===== config.mk =====
export PLATFORM = sky130hd
export DESIGN_NAME = pipe_ctrl
export DESIGN_NICKNAME = d
export VERILOG_FILES = /design/src/rtl/pipe_ctrl.sv
export SDC_FILE = /design/constraint.sdc
export NUM_CORES = 1
export LEC_CHECK = 0
export BUFFER_PORTS_ARGS = -buffer_cell sky130_fd_sc_hd__buf_2
export CAP_MARGIN = 10
export CORE_ASPECT_RATIO = 0.9
export CORE_MARGIN = 2
export CORE_UTILIZATION = 30
export CTS_BUF_LIST = sky130_fd_sc_hd__clkbuf_2
export CTS_CLUSTER_SIZE = 20
export DETAILED_ROUTE_END_ITERATION = 8
export SYNTH_ARGS = -nofsm -noshare
export SYNTH_HDL_FRONTEND = slang
export SYNTH_SLANG_ARGS = --single-unit

===== constraint.sdc =====
create_clock -name clk -period 4.85 [get_ports clk]
set_clock_uncertainty 0.1 [all_clocks]
set_input_delay 0.7275 -clock clk [delete_from_list [all_inputs] [get_ports clk]]
set_output_delay 0.7275 -clock clk [all_outputs]
set_load 0.005 [all_outputs]

===== src/rtl/pipe_ctrl.sv =====
// Stall/flush sequencer: combinational decode of state and requests, 0-cycle latency, it is the pipeline's hold source.
// Tracks EX/MEM multi-cycle waits plus a MEM watchdog; define PIPE_CTRL_PERF_EN to add performance counters.
module pipe_ctrl #(
  parameter int MEM_TIMEOUT = 16,
  parameter int CNT_W       = 32
) (
  input  logic             clk,
  input  logic             rst_n,
  input  logic             load_stall,
  input  logic             branch_taken_EX,
  input  logic             ex_start,
  input  logic             ex_done,
  input  logic             mem_req_MEM,
  input  logic             mem_ready,
  output logic             Stall_IF,
  output logic             Stall_ID,
  output logic             Stall_EX,
  output logic             Stall_MEM,
  output logic             Flush_ID,
  output logic             Flush_EX,
  output logic             Flush_MEM,
  output logic             Flush_WB,
  output logic             PC_Sel_EX,
  output logic [1:0]       ctrl_state,
`ifdef PIPE_CTRL_PERF_EN
  output logic [CNT_W-1:0] perf_stall_cycles,
  output logic [CNT_W-1:0] perf_flushes,
  output logic [CNT_W-1:0] perf_load_bubbles,
`endif
  output logic             mem_timeout_err
);

  localparam logic [1:0] ST_RUN      = 2'd0;
  localparam logic [1:0] ST_EX_WAIT  = 2'd1;
  localparam logic [1:0] ST_MEM_WAIT = 2'd2;

  localparam int WD_W = ($clog2(MEM_TIMEOUT + 1) > 5) ? $clog2(MEM_TIMEOUT + 1) : 5;
  localparam logic [WD_W-1:0] WD_MAX = WD_W'(MEM_TIMEOUT);

  logic [1:0]      state_q, state_d;
  logic [WD_W-1:0] wd_cnt_q, wd_cnt_d;
  logic            err_q, err_d;
  logic            do_run;
  logic            stall_if, stall_id, stall_ex, stall_mem;
  logic            flush_id, flush_ex, flush_mem, flush_wb, pc_sel;
`ifdef PIPE_CTRL_PERF_EN
  logic            load_bubble;
`endif

  always_comb begin
    state_d   = state_q;
    wd_cnt_d  = wd_cnt_q;
    err_d     = err_q;
    do_run    = 1'b0;
    stall_if  = 1'b0;
    stall_id  = 1'b0;
    stall_ex  = 1'b0;
    stall_mem = 1'b0;
    flush_id  = 1'b0;
    flush_ex  = 1'b0;
    flush_mem = 1'b0;
    flush_wb  = 1'b0;
    pc_sel    = 1'b0;
`ifdef PIPE_CTRL_PERF_EN
    load_bubble = 1'b0;
`endif
    case (state_q)
      ST_RUN: do_run = 1'b1;
      ST_EX_WAIT: begin
        if (ex_done) begin
          state_d = ST_RUN;
        end else begin
          {stall_if, stall_id, stall_ex, flush_mem} = 4'b1111;
        end
      end
      ST_MEM_WAIT: begin
        // Saturating count; the error latches once the limit is reached.
        wd_cnt_d = (wd_cnt_q == WD_MAX) ? WD_MAX : wd_cnt_q + 1'b1;
        if (wd_cnt_d == WD_MAX) err_d = 1'b1;
        if (mem_ready) begin
          state_d = ST_RUN;
          do_run  = 1'b1;
        end else begin
          {stall_if, stall_id, stall_ex, stall_mem, flush_wb} = 5'b11111;
        end
      end
      default: begin
        state_d = ST_RUN;
        do_run  = 1'b1;
      end
    endcase

    // In MEM_WAIT do_run only fires with mem_ready=1, so the MEM arm cannot re-trigger.
    if (do_run) begin
      if (mem_req_MEM && !mem_ready) begin
        {stall_if, stall_id, stall_ex, stall_mem, flush_wb} = 5'b11111;
        state_d  = ST_MEM_WAIT;
        wd_cnt_d = '0;
      end else if (ex_start) begin
        if (!ex_done) begin
          {stall_if, stall_id, stall_ex, flush_mem} = 4'b1111;
          state_d = ST_EX_WAIT;
        end
      end else if (branch_taken_EX) begin
        {pc_sel, flush_id, flush_ex} = 3'b111;
      end else if (load_stall) begin
        {stall_if, stall_id, flush_ex} = 3'b111;
`ifdef PIPE_CTRL_PERF_EN
        load_bubble = 1'b1;
`endif
      end
    end
  end

  always_ff @(posedge clk or negedge rst_n) begin
    if (!rst_n) begin
      state_q  <= ST_RUN;
      wd_cnt_q <= '0;
      err_q    <= 1'b0;
    end else begin
      state_q  <= state_d;
      wd_cnt_q <= wd_cnt_d;
      err_q    <= err_d;
    end
  end

  // Gate with rst_n so nothing can pulse while reset is asserted.
  assign Stall_IF        = rst_n & stall_if;
  assign Stall_ID        = rst_n & stall_id;
  assign Stall_EX        = rst_n & stall_ex;
  assign Stall_MEM       = rst_n & stall_mem;
  assign Flush_ID        = rst_n & flush_id;
  assign Flush_EX        = rst_n & flush_ex;
  assign Flush_MEM       = rst_n & flush_mem;
  assign Flush_WB        = rst_n & flush_wb;
  assign PC_Sel_EX       = rst_n & pc_sel;
  assign ctrl_state      = state_q;
  assign mem_timeout_err = err_q;

`ifdef PIPE_CTRL_PERF_EN
  logic [CNT_W-1:0] perf_stall_q, perf_stall_d;
  logic [CNT_W-1:0] perf_flush_q, perf_flush_d;
  logic [CNT_W-1:0] perf_load_q,  perf_load_d;

  always_comb begin
    perf_stall_d = perf_stall_q + {{(CNT_W-1){1'b0}}, Stall_IF};
    perf_flush_d = perf_flush_q + {{(CNT_W-1){1'b0}}, PC_Sel_EX};
    perf_load_d  = perf_load_q  + {{(CNT_W-1){1'b0}}, load_bubble};
  end

  always_ff @(posedge clk or negedge rst_n) begin
    if (!rst_n) begin
      perf_stall_q <= '0;
      perf_flush_q <= '0;
      perf_load_q  <= '0;
    end else begin
      perf_stall_q <= perf_stall_d;
      perf_flush_q <= perf_flush_d;
      perf_load_q  <= perf_load_d;
    end
  end

  assign perf_stall_cycles = perf_stall_q;
  assign perf_flushes      = perf_flush_q;
  assign perf_load_bubbles = perf_load_q;
`endif

endmodule


==> results of run 1 <==
==> kinds of logic (layout without fill, tap and decap cells) <==
| kind of cell | count (synthesis) | in the layout | synth area share [%] |
|---|---|---|---|
| multiplexers | 2 | 2 | 2.78 |
| buffers and inverters | 14 | 31 | 11.0 |
| AO/OA/AOI/OAI | 17 | 17 | 16.3 |
| flip-flops | 8 | 8 | 27.8 |
| AND/OR/NAND/NOR | 30 | 30 | 25.0 |
| adder cells (fa/ha/maj) | 7 | 7 | 12.2 |
| XOR/XNOR | 4 | 4 | 4.87 |
==> registers in the layout, summed over array words and instances, names as in the netlist <==
signal and flops:
ctrl_state 2, mem_timeout_err 1, wd_cnt_q 5
==> layer usage <==
metal / vias to the layer above / routed length (um) / global-route usage (%)
met5: - / 0 / 0
met4: 0 / 8 / 4.88
met3: 2 / 47 / 3.35
met2: 11 / 620 / 16.3
met1: 262 / 692 / 14.1
li1: 311 / - / -
==> cell usage in the layout, fill, tap and decap left out, types with 3 or more instances in the layout <==
master    netlist  layout
a21oi_1         5       5
buf_2           0      19
clkbuf_2        0       3
dfrtp_1         8       8
ha_1            7       7
inv_1           8       8
nor2_1         10      10
nor2b_1         3       3
nor2b_2         3       3
xor2_1          3       3
==> final timing paths <==
check                           startpoint               to  slack [ps]  cells past startpoint
max                          ctrl_state[0]         Stall_EX        2110                      7
min                                  rst_n      wd_cnt_q[2]         240                      1
max reg2reg                  ctrl_state[0]    ctrl_state[1]        3100                      6
min reg2reg                mem_timeout_err  mem_timeout_err         360                      1
max in group asynchronous            rst_n      wd_cnt_q[3]        4180                      1
min in group clk           mem_timeout_err  mem_timeout_err         360                      1
==> worst max-delay path, delay by kind of cell (launching register included) <==
kind | cells | cell delay [ps]
AND/OR/NAND/NOR | 2 | 430
adder cells (fa/ha/maj) | 1 | 390
buffers and inverters | 2 | 210
flip-flops | 1 | 440
AO/OA/AOI/OAI | 2 | 220
==> per-stage QoR <==
stage | hold WS [ps] | worst slack (ps) | utilization [%]
final | 241 | 2110 | 36.8
after global routing | 237 | 1960 | 36.8
after CTS | 236 | 2100 | 36.8
after detailed placement | 338 | 2320 | 36.1
after global placement | 336 | 2350 | 36.1
after floorplan | 332 | 2520 | -
==> final cells by class <==
type / count / area share, %
Timing Repair Buffer: 19 / 11.6
Sequential cell: 8 / 24.5
Tap cell: 27 / 4.13
Inverter: 9 / 4.13
Multi-Input combinational cell: 60 / 53.8
Clock buffer: 3 / 1.83
==> power groups by stage <==
stage | registers, uW | logic (uW) | clock network, uW
finish | 114 | 182 | 39.4
global route | 120 | 204 | 46.6
CTS | 114 | 183 | 42.2
detailed placement | 116 | 181 | 0
global placement | 116 | 179 | 0
floorplan | 111 | 146 | 0
==> impl_metrics.py, run 1 <==
metrics = {
    "outcome": {
        "run_status": "finished clean",
    },
    "placement": {
        "io_buffers": 19,
        "gp_congestion": 0.757,
        "dpl.cell_count": 123,
        "hpwl_um": 1070,
        "place_area_sq_um": 803,
    },
    "cts": {
        "clockBufferDepth": 2,
        "cts_buffers": 3,
        "cts_max_level": 1,
        "post_cts_resized": 0,
        "postCtsSetupBuffers": 0,
        "clk_pin_slew_ps": 90,
        "clk_latency_ps": 240,
        "cts-root-buf": "clkbuf_2",
        "cts_tree": "done",
        "clock_sinks": 8,
        "ctsHoldBuffers": 0,
    },
    "timing": {
        "maxSlewHeadroom_pct": 74.4,
        "rsz0062_at_grt": "no",
        "setup_tns_ps": 0,
        "min_period_ps": 2740,
        "finalHoldViolCount": 0,
        "drv_slew": 0,
        "worst_slew_pin_slew_ps": 384,
        "fin_crit_sh_pct": 56.5,
        "setup-violations-final": 0,
        "fmax_ghz": 0.365,
    },
    "synth": {
        "synth_top_area_share_pct": 27.8,
        "synth.top_cells.by_area": "dfrtp_1 (28%), ha_1 (12%), nor2_1 (5.2%)",
        "syn-num-nets": 97,
        "yosysUniqueCellTypes": 34,
        "ys_top_cells_by_count": "nor2_1 (10), dfrtp_1 (8), inv_1 (8), ha_1 (7), a21oi_1 (5)",
        "yosysSeqAreaShare_pct": 27.8,
        "yosys.area.top_type": "dfrtp_1",
        "netlist_area_sq_um": 719,
        "async_flop_share_pct": 100,
        "avgSynthCellArea_sq_um": 8.77,
        "yosys.cell_count.top_type": "nor2_1",
        "synth_edf_count": 0,
        "yosysWarningCount": 0,
        "ys_ff_latch": 8,
        "syn_inst": 82,
        "synthFlopType": "dfrtp_1",
    },
    "finish": {
        "finalNonFillerCells": 126,
        "drive_above_1_share_pct": 31.3,
        "syn2layout_area_growth_pct": 13.7,
        "multi_input_area_sq_um": 440,
        "antenna_cells": 0,
        "seqCellArea_sq_um": 200,
        "n_fill_cell": 230,
        "final_cell_area_sq_um": 818,
        "finalNetCount": 116,
    },
    "grt": {
        "grt_pass1_wl_um": 2360,
        "grt_overflow": 0,
        "grt_use_total_pct": 10.8,
        "antenna_found_initial": 0,
        "first_global_vias": 551,
        "grt_max_degree": 14,
    },
    "die": {
        "die_w_um": 55.6,
        "die_h_um": 50.5,
        "core_area_sq_um": 2220,
        "start_util_pct": 32.4,
        "dieArea_sq_um": 2810,
        "io_pins": 20,
        "row_count": 16,
    },
    "pwr": {
        "combPwrFrac_pct": 54.2,
        "power.leakage_uw": 0.000425,
        "switchingPower_uw": 150,
        "internal-power_uw": 186,
        "pwr-share-seq_pct": 34.0,
        "max-vdd-ir-drop_v": 0.000184,
        "powerDensity_nw_per_um2": 410,
        "power.share.clock_pct": 11.7,
        "finalPower_uw": 336,
        "switching_share_pct": 44.7,
    },
    "critical_path": {
        "cp.required_ps": 4020,
        "cp_max_fo": 9,
        "critPathSlowestCell": "dfrtp_1",
        "worstSetupPathType": "reg2out",
        "slowest_delay_ps": 440,
        "worst_setup_path_end_kind": "output pin",
        "cp_cell_sequence": "inv_1, ha_1, nor2b_4, o21ai_1, nor2b_2, a21boi_2, buf_2",
        "critPathLaunchType": "flip-flop",
        "critPathArrivalTime_ps": 1910,
    },
    "detailed_routing": {
        "ant_nets": 0,
        "vias": 586,
        "drt_iter0_drc": 7,
        "wl_per_cell_um": 10.9,
        "drc": 0,
        "viasPerCell": 4.65,
        "dr.pass1.iters": 4,
        "totalWireLength_um": 1370,
    },
    "job": {
        "max_cap_viol_count": 0,
    },
    "worst_hold_path": {
        "hold_path_class": "in2async",
    },
}
Power figures use the tool's default switching activity.
==> run 2, diff against run 1 <==
- clock period: 4.85 -> 2.75 ns (I/O delays scaled with it)
==> impl_metrics.py, run 2 (synthesis results as in run 1) <==
metrics = {
    "critical_path": {
        "slowest_delay_ps": 440,
        "path_delay_family": "flip-flops",
        "cp_cell_sequence": "inv_1, ha_1, nor2b_4, o21ai_1, nor2b_2, a21boi_2, buf_2",
        "critPathArrivalTime_ps": 1890,
        "cp_max_fo": 9,
        "worstSetupPathType": "reg2out",
        "worst_setup_path_end_kind": "output pin",
        "worst-path-buf-inv": 2,
        "critPathLaunchType": "flip-flop",
        "cp.required_ps": 2240,
        "critPathSlowestCell": "dfrtp_1",
    },
    "detailed_routing": {
        "routed-wl-met3_um": 65,
        "vias": 607,
        "route.met2.wl_um": 688,
        "dr.pass1.iters": 4,
        "wl_per_cell_um": 11.2,
        "routed.top_layer": "met4",
        "drc": 0,
        "totalWireLength_um": 1420,
        "ant_nets": 0,
        "drt-met1-wl_um": 654,
        "drt_iter0_drc": 9,
        "viasPerCell": 4.78,
    },
    "cts": {
        "clockBufferDepth": 2,
        "cts_buffers": 3,
        "cts_max_level": 1,
        "clock_sinks": 8,
        "clk_latency_ps": 230,
        "cts-root-buf": "clkbuf_2",
        "cts_tree": "done",
        "clk_pin_slew_ps": 70,
    },
    "finish": {
        "syn2layout_area_growth_pct": 15.1,
        "drive_above_1_share_pct": 31.0,
        "layout_common_cells": "buf_2 (19), nor2_1 (10), inv_1 (8), dfrtp_1 (8), ha_1 (7)",
        "final_common_cell": "buf_2",
        "top_register": "wd_cnt_q",
        "antenna_cells": 0,
        "post-route-util_pct": 37.3,
        "finalNetCount": 117,
        "largest_reg_flops": 5,
    },
    "placement": {
        "gp_congestion": 0.745,
        "hpwl_um": 1130,
        "dp_slack_ps": 601,
        "io_buffers": 19,
    },
    "grt": {
        "grt_pass1_wl_um": 2270,
        "first_global_vias": 531,
        "grt_overflow": 0,
        "antenna_found_initial": 0,
        "grt_max_degree": 14,
        "grt_use_total_pct": 10.4,
    },
    "die": {
        "core_area_sq_um": 2220,
        "row_count": 16,
        "die_h_um": 50.5,
        "die_w_um": 55.6,
        "start_util_pct": 32.4,
        "io_pins": 20,
        "dieArea_sq_um": 2810,
    },
    "timing": {
        "fin_crit_sh_pct": 87.3,
        "setup_tns_ps": 0,
        "worst_slew_pin_slew_ps": 339,
        "min_period_ps": 2400,
        "drv_slew": 0,
        "finalHoldViolCount": 0,
        "setup-violations-final": 0,
        "fin_ws_ps": 350,
        "fmax_ghz": 0.417,
        "maxSlewHeadroom_pct": 77.4,
        "rsz0062_at_grt": "no",
    },
    "job": {
        "max_cap_viol_count": 0,
    },
    "pwr": {
        "powerDensity_nw_per_um2": 719,
        "max-vdd-ir-drop_v": 0.000250,
        "power.leakage_uw": 0.000430,
        "finalPower_uw": 595,
    },
    "worst_hold_path": {
        "hold_path_class": "reg2reg",
    },
    "outcome": {
        "run_status": "finished clean",
    },
}
## run 2: changes by cell type in the layout (fill, tap and decap cells not counted)
cell / delta
dlygate4sd3_1: +1
## run 2: final timing paths
| kind | startpoint | endpoint | slack (ps) | cells after the start |
|---|---|---|---|---|
| hold reg to reg | mem_timeout_err | mem_timeout_err | 360 | 1 |
| hold / removal | mem_timeout_err | mem_timeout_err | 360 | 1 |
| setup / recovery | ctrl_state[0] | Stall_EX | 350 | 7 |
| max in group asynchronous | rst_n | wd_cnt_q[2] | 1870 | 2 |
| min in group asynchronous | rst_n | ctrl_state[0] | 480 | 2 |
| setup reg to reg | ctrl_state[0] | ctrl_state[1] | 1020 | 6 |
## run 2: routing by layer
| layer | GRT usage [%] | up-vias |
|---|---|---|
| met5 | 0 | - |
| met4 | 4.88 | 0 |
| met3 | 3.61 | 2 |
| met2 | 16.1 | 13 |
| met1 | 13.0 | 280 |
| li1 | - | 312 |
## run 2: final cells by class
class	count	area, sq um
clock buffers	3	15.0
multi-input cells	60	440
repair buffers	20	105
fillers	225	1390
well taps	27	33.8
flip-flops and latches	8	200
inverters	9	33.8
## run 2: where the power goes
| part | total [uW] | switching (uW) | internal (uW) |
|---|---|---|---|
| combinational | 327 | 177 | 149 |
| sequential | 203 | 51.4 | 152 |
| clock | 65.6 | 35.9 | 29.7 |
## run 2: what timing repair did
item                                   4_1_cts  5_1_grt
hold buffers                                 1        0
buffers inserted                             0        0
endpoints found under the hold margin        8        0
resized for setup                            0        0
## run 2: metrics by stage
stage / cells / hold WS, ps / cell area (sq um)
3_3_place_gp: 123 / 193 / 803
2_1_floorplan: 82 / 16.9 / 719
6_report: 127 / 358 / 828
4_1_cts: 127 / 367 / 828
5_1_grt: 127 / 395 / 828
3_5_place_dp: 123 / 193 / 803
==> run 3, diff against run 2 <==
--- a/config.mk
+++ b/config.mk
@@ -15,2 +15,3 @@
 export DETAILED_ROUTE_END_ITERATION = 8
+export PLACE_DENSITY = 0.48
 export SYNTH_ARGS = -nofsm -noshare
==> constraint.sdc (replaced) <==
create_clock -name clk -period 2.75 [get_ports clk]
set_clock_uncertainty 0.1 [all_clocks]
set_input_delay 0 -clock clk [delete_from_list [all_inputs] [get_ports clk]]
set_output_delay 0 -clock clk [all_outputs]
set_load 0.005 [all_outputs]
==> impl_metrics.py, run 3 (synthesis results as in run 1) <==
metrics = {
    "cts": {
        "postCtsSetupBuffers": 0,
        "clk_pin_slew_ps": 80,
        "clk_latency_ps": 230,
        "cts-root-buf": "clkbuf_2",
        "clock_sinks": 8,
        "cts_tree": "done",
        "clockBufferDepth": 2,
        "cts_max_level": 1,
        "cts_buffers": 3,
    },
    "finish": {
        "finalNonFillerCells": 127,
        "final_common_cell": "buf_2",
        "top_register": "wd_cnt_q",
        "layout_common_cells": "buf_2 (19), nor2_1 (10), inv_1 (8), dfrtp_1 (8), ha_1 (7)",
        "n_fill_cell": 234,
        "finalNetCount": 117,
        "largest_reg_flops": 5,
        "drive_above_1_share_pct": 31.0,
        "antenna_cells": 0,
        "syn2layout_area_growth_pct": 15.1,
        "multi_input_area_sq_um": 440,
        "seqCellArea_sq_um": 200,
        "post-route-util_pct": 37.3,
    },
    "grt": {
        "antenna_found_initial": 0,
        "grt_pass1_wl_um": 2440,
        "first_global_vias": 555,
        "grt_use_total_pct": 10.9,
        "grt_overflow": 0,
        "grt_max_degree": 14,
    },
    "pwr": {
        "power.leakage_uw": 0.000430,
        "max-vdd-ir-drop_v": 0.000320,
        "powerDensity_nw_per_um2": 715,
        "finalPower_uw": 592,
    },
    "critical_path": {
        "crit_end": "Stall_EX",
        "cp_max_fo": 9,
        "cp_cell_sequence": "inv_1, ha_1, nor2b_4, o21ai_1, nor2b_2, a21boi_2, buf_2",
        "worst_setup_path_end_kind": "output pin",
        "cp.required_ps": 2650,
        "rr_endpoint": "ctrl_state[1]",
        "slowest_delay_ps": 440,
        "critPathLaunchType": "flip-flop",
        "startpoint": "ctrl_state[0]",
        "ff2ff_setup_slack_ps": 1010,
        "critPathArrivalTime_ps": 1910,
        "r2r_start": "ctrl_state[0]",
        "critPathSlowestCell": "dfrtp_1",
        "worstSetupPathType": "reg2out",
        "rr_worst_depth": 5,
    },
    "timing": {
        "setup-violations-final": 0,
        "finalHoldViolCount": 0,
        "fin_crit_sh_pct": 73.2,
        "min_period_ps": 2010,
        "worst_slew_pin_slew_ps": 357,
        "fin_ws_ps": 737,
        "maxSlewHeadroom_pct": 76.2,
        "drv_slew": 0,
        "rsz0062_at_grt": "no",
        "fmax_ghz": 0.497,
        "setup_tns_ps": 0,
    },
    "die": {
        "die_h_um": 50.5,
        "row_count": 16,
        "core_area_sq_um": 2220,
        "start_util_pct": 32.4,
        "io_pins": 20,
        "dieArea_sq_um": 2810,
        "die_w_um": 55.6,
    },
    "detailed_routing": {
        "totalWireLength_um": 1440,
        "wl_per_cell_um": 11.3,
        "dr.pass1.iters": 4,
        "drc": 0,
        "vias": 605,
        "viasPerCell": 4.76,
        "ant_nets": 0,
        "drt_iter0_drc": 8,
    },
    "job": {
        "max_cap_viol_count": 0,
    },
    "placement": {
        "hpwl_um": 1150,
        "gp_congestion": 0.785,
        "io_buffers": 19,
        "dpl.cell_count": 123,
        "dp_slack_ps": 975,
    },
    "outcome": {
        "run_status": "finished clean",
    },
    "worst_hold_path": {
        "hold_path_class": "in2reg",
        "min_delay_path_depth": 4,
    },
}
[run 3: metrics by stage]
stage	instance area [sq um]	hold WS, ps
floorplan	719	-396
global placement	803	-214
detailed placement	803	-215
CTS	828	50.2
global route	828	77.2
finish	828	63.2
[run 3: worst max-delay path, delay by kind of cell (launching register included)]
| family | cells | cell delay, ps |
|---|---|---|
| buf+inv | 2 | 210 |
| compound gates | 2 | 230 |
| fa+ha+maj | 1 | 370 |
| simple gates | 2 | 430 |
| flops | 1 | 440 |
[run 3: where the power goes]
group          leakage (uW)  internal (uW)  switching (uW)
registers          0.000107            152            49.5
logic              0.000311            148             177
clock network     0.0000125           29.7            35.9
total              0.000430            330             262
[run 3: how the worst min path moves through the flow]
stage          slack (ps)  startpoint            end
2_1_floorplan        -400       rst_n  ctrl_state[0]
3_3_place_gp         -210       rst_n    wd_cnt_q[1]
3_5_place_dp         -220       rst_n    wd_cnt_q[1]
4_1_cts                50       rst_n    wd_cnt_q[1]
5_1_grt                80     ex_done  ctrl_state[0]
6_report               60     ex_done  ctrl_state[0]
[run 3: routing by layer]
metal / part of all wire [%] / global-route usage (%)
met3: 1.0 / 3.09
met4: 0 / 1.22
met5: 0 / 0
met1: 52 / 15.2
met2: 47 / 17.5
[run 3: final cells by class]
cell class / count / share of cell area, %
inverter: 9 / 4.08
clock buffer: 3 / 1.81
tap: 27 / 4.08
sequential: 8 / 24.2
multi-input combinational: 60 / 53.2
timing repair buffer: 20 / 12.7
[run 3: what timing repair did]
| action | 4_1_cts | 5_1_grt |
|---|---|---|
| hold endpoints to repair | 8 | 0 |
| hold buffers | 1 | 0 |
| resized for setup | 0 | 0 |
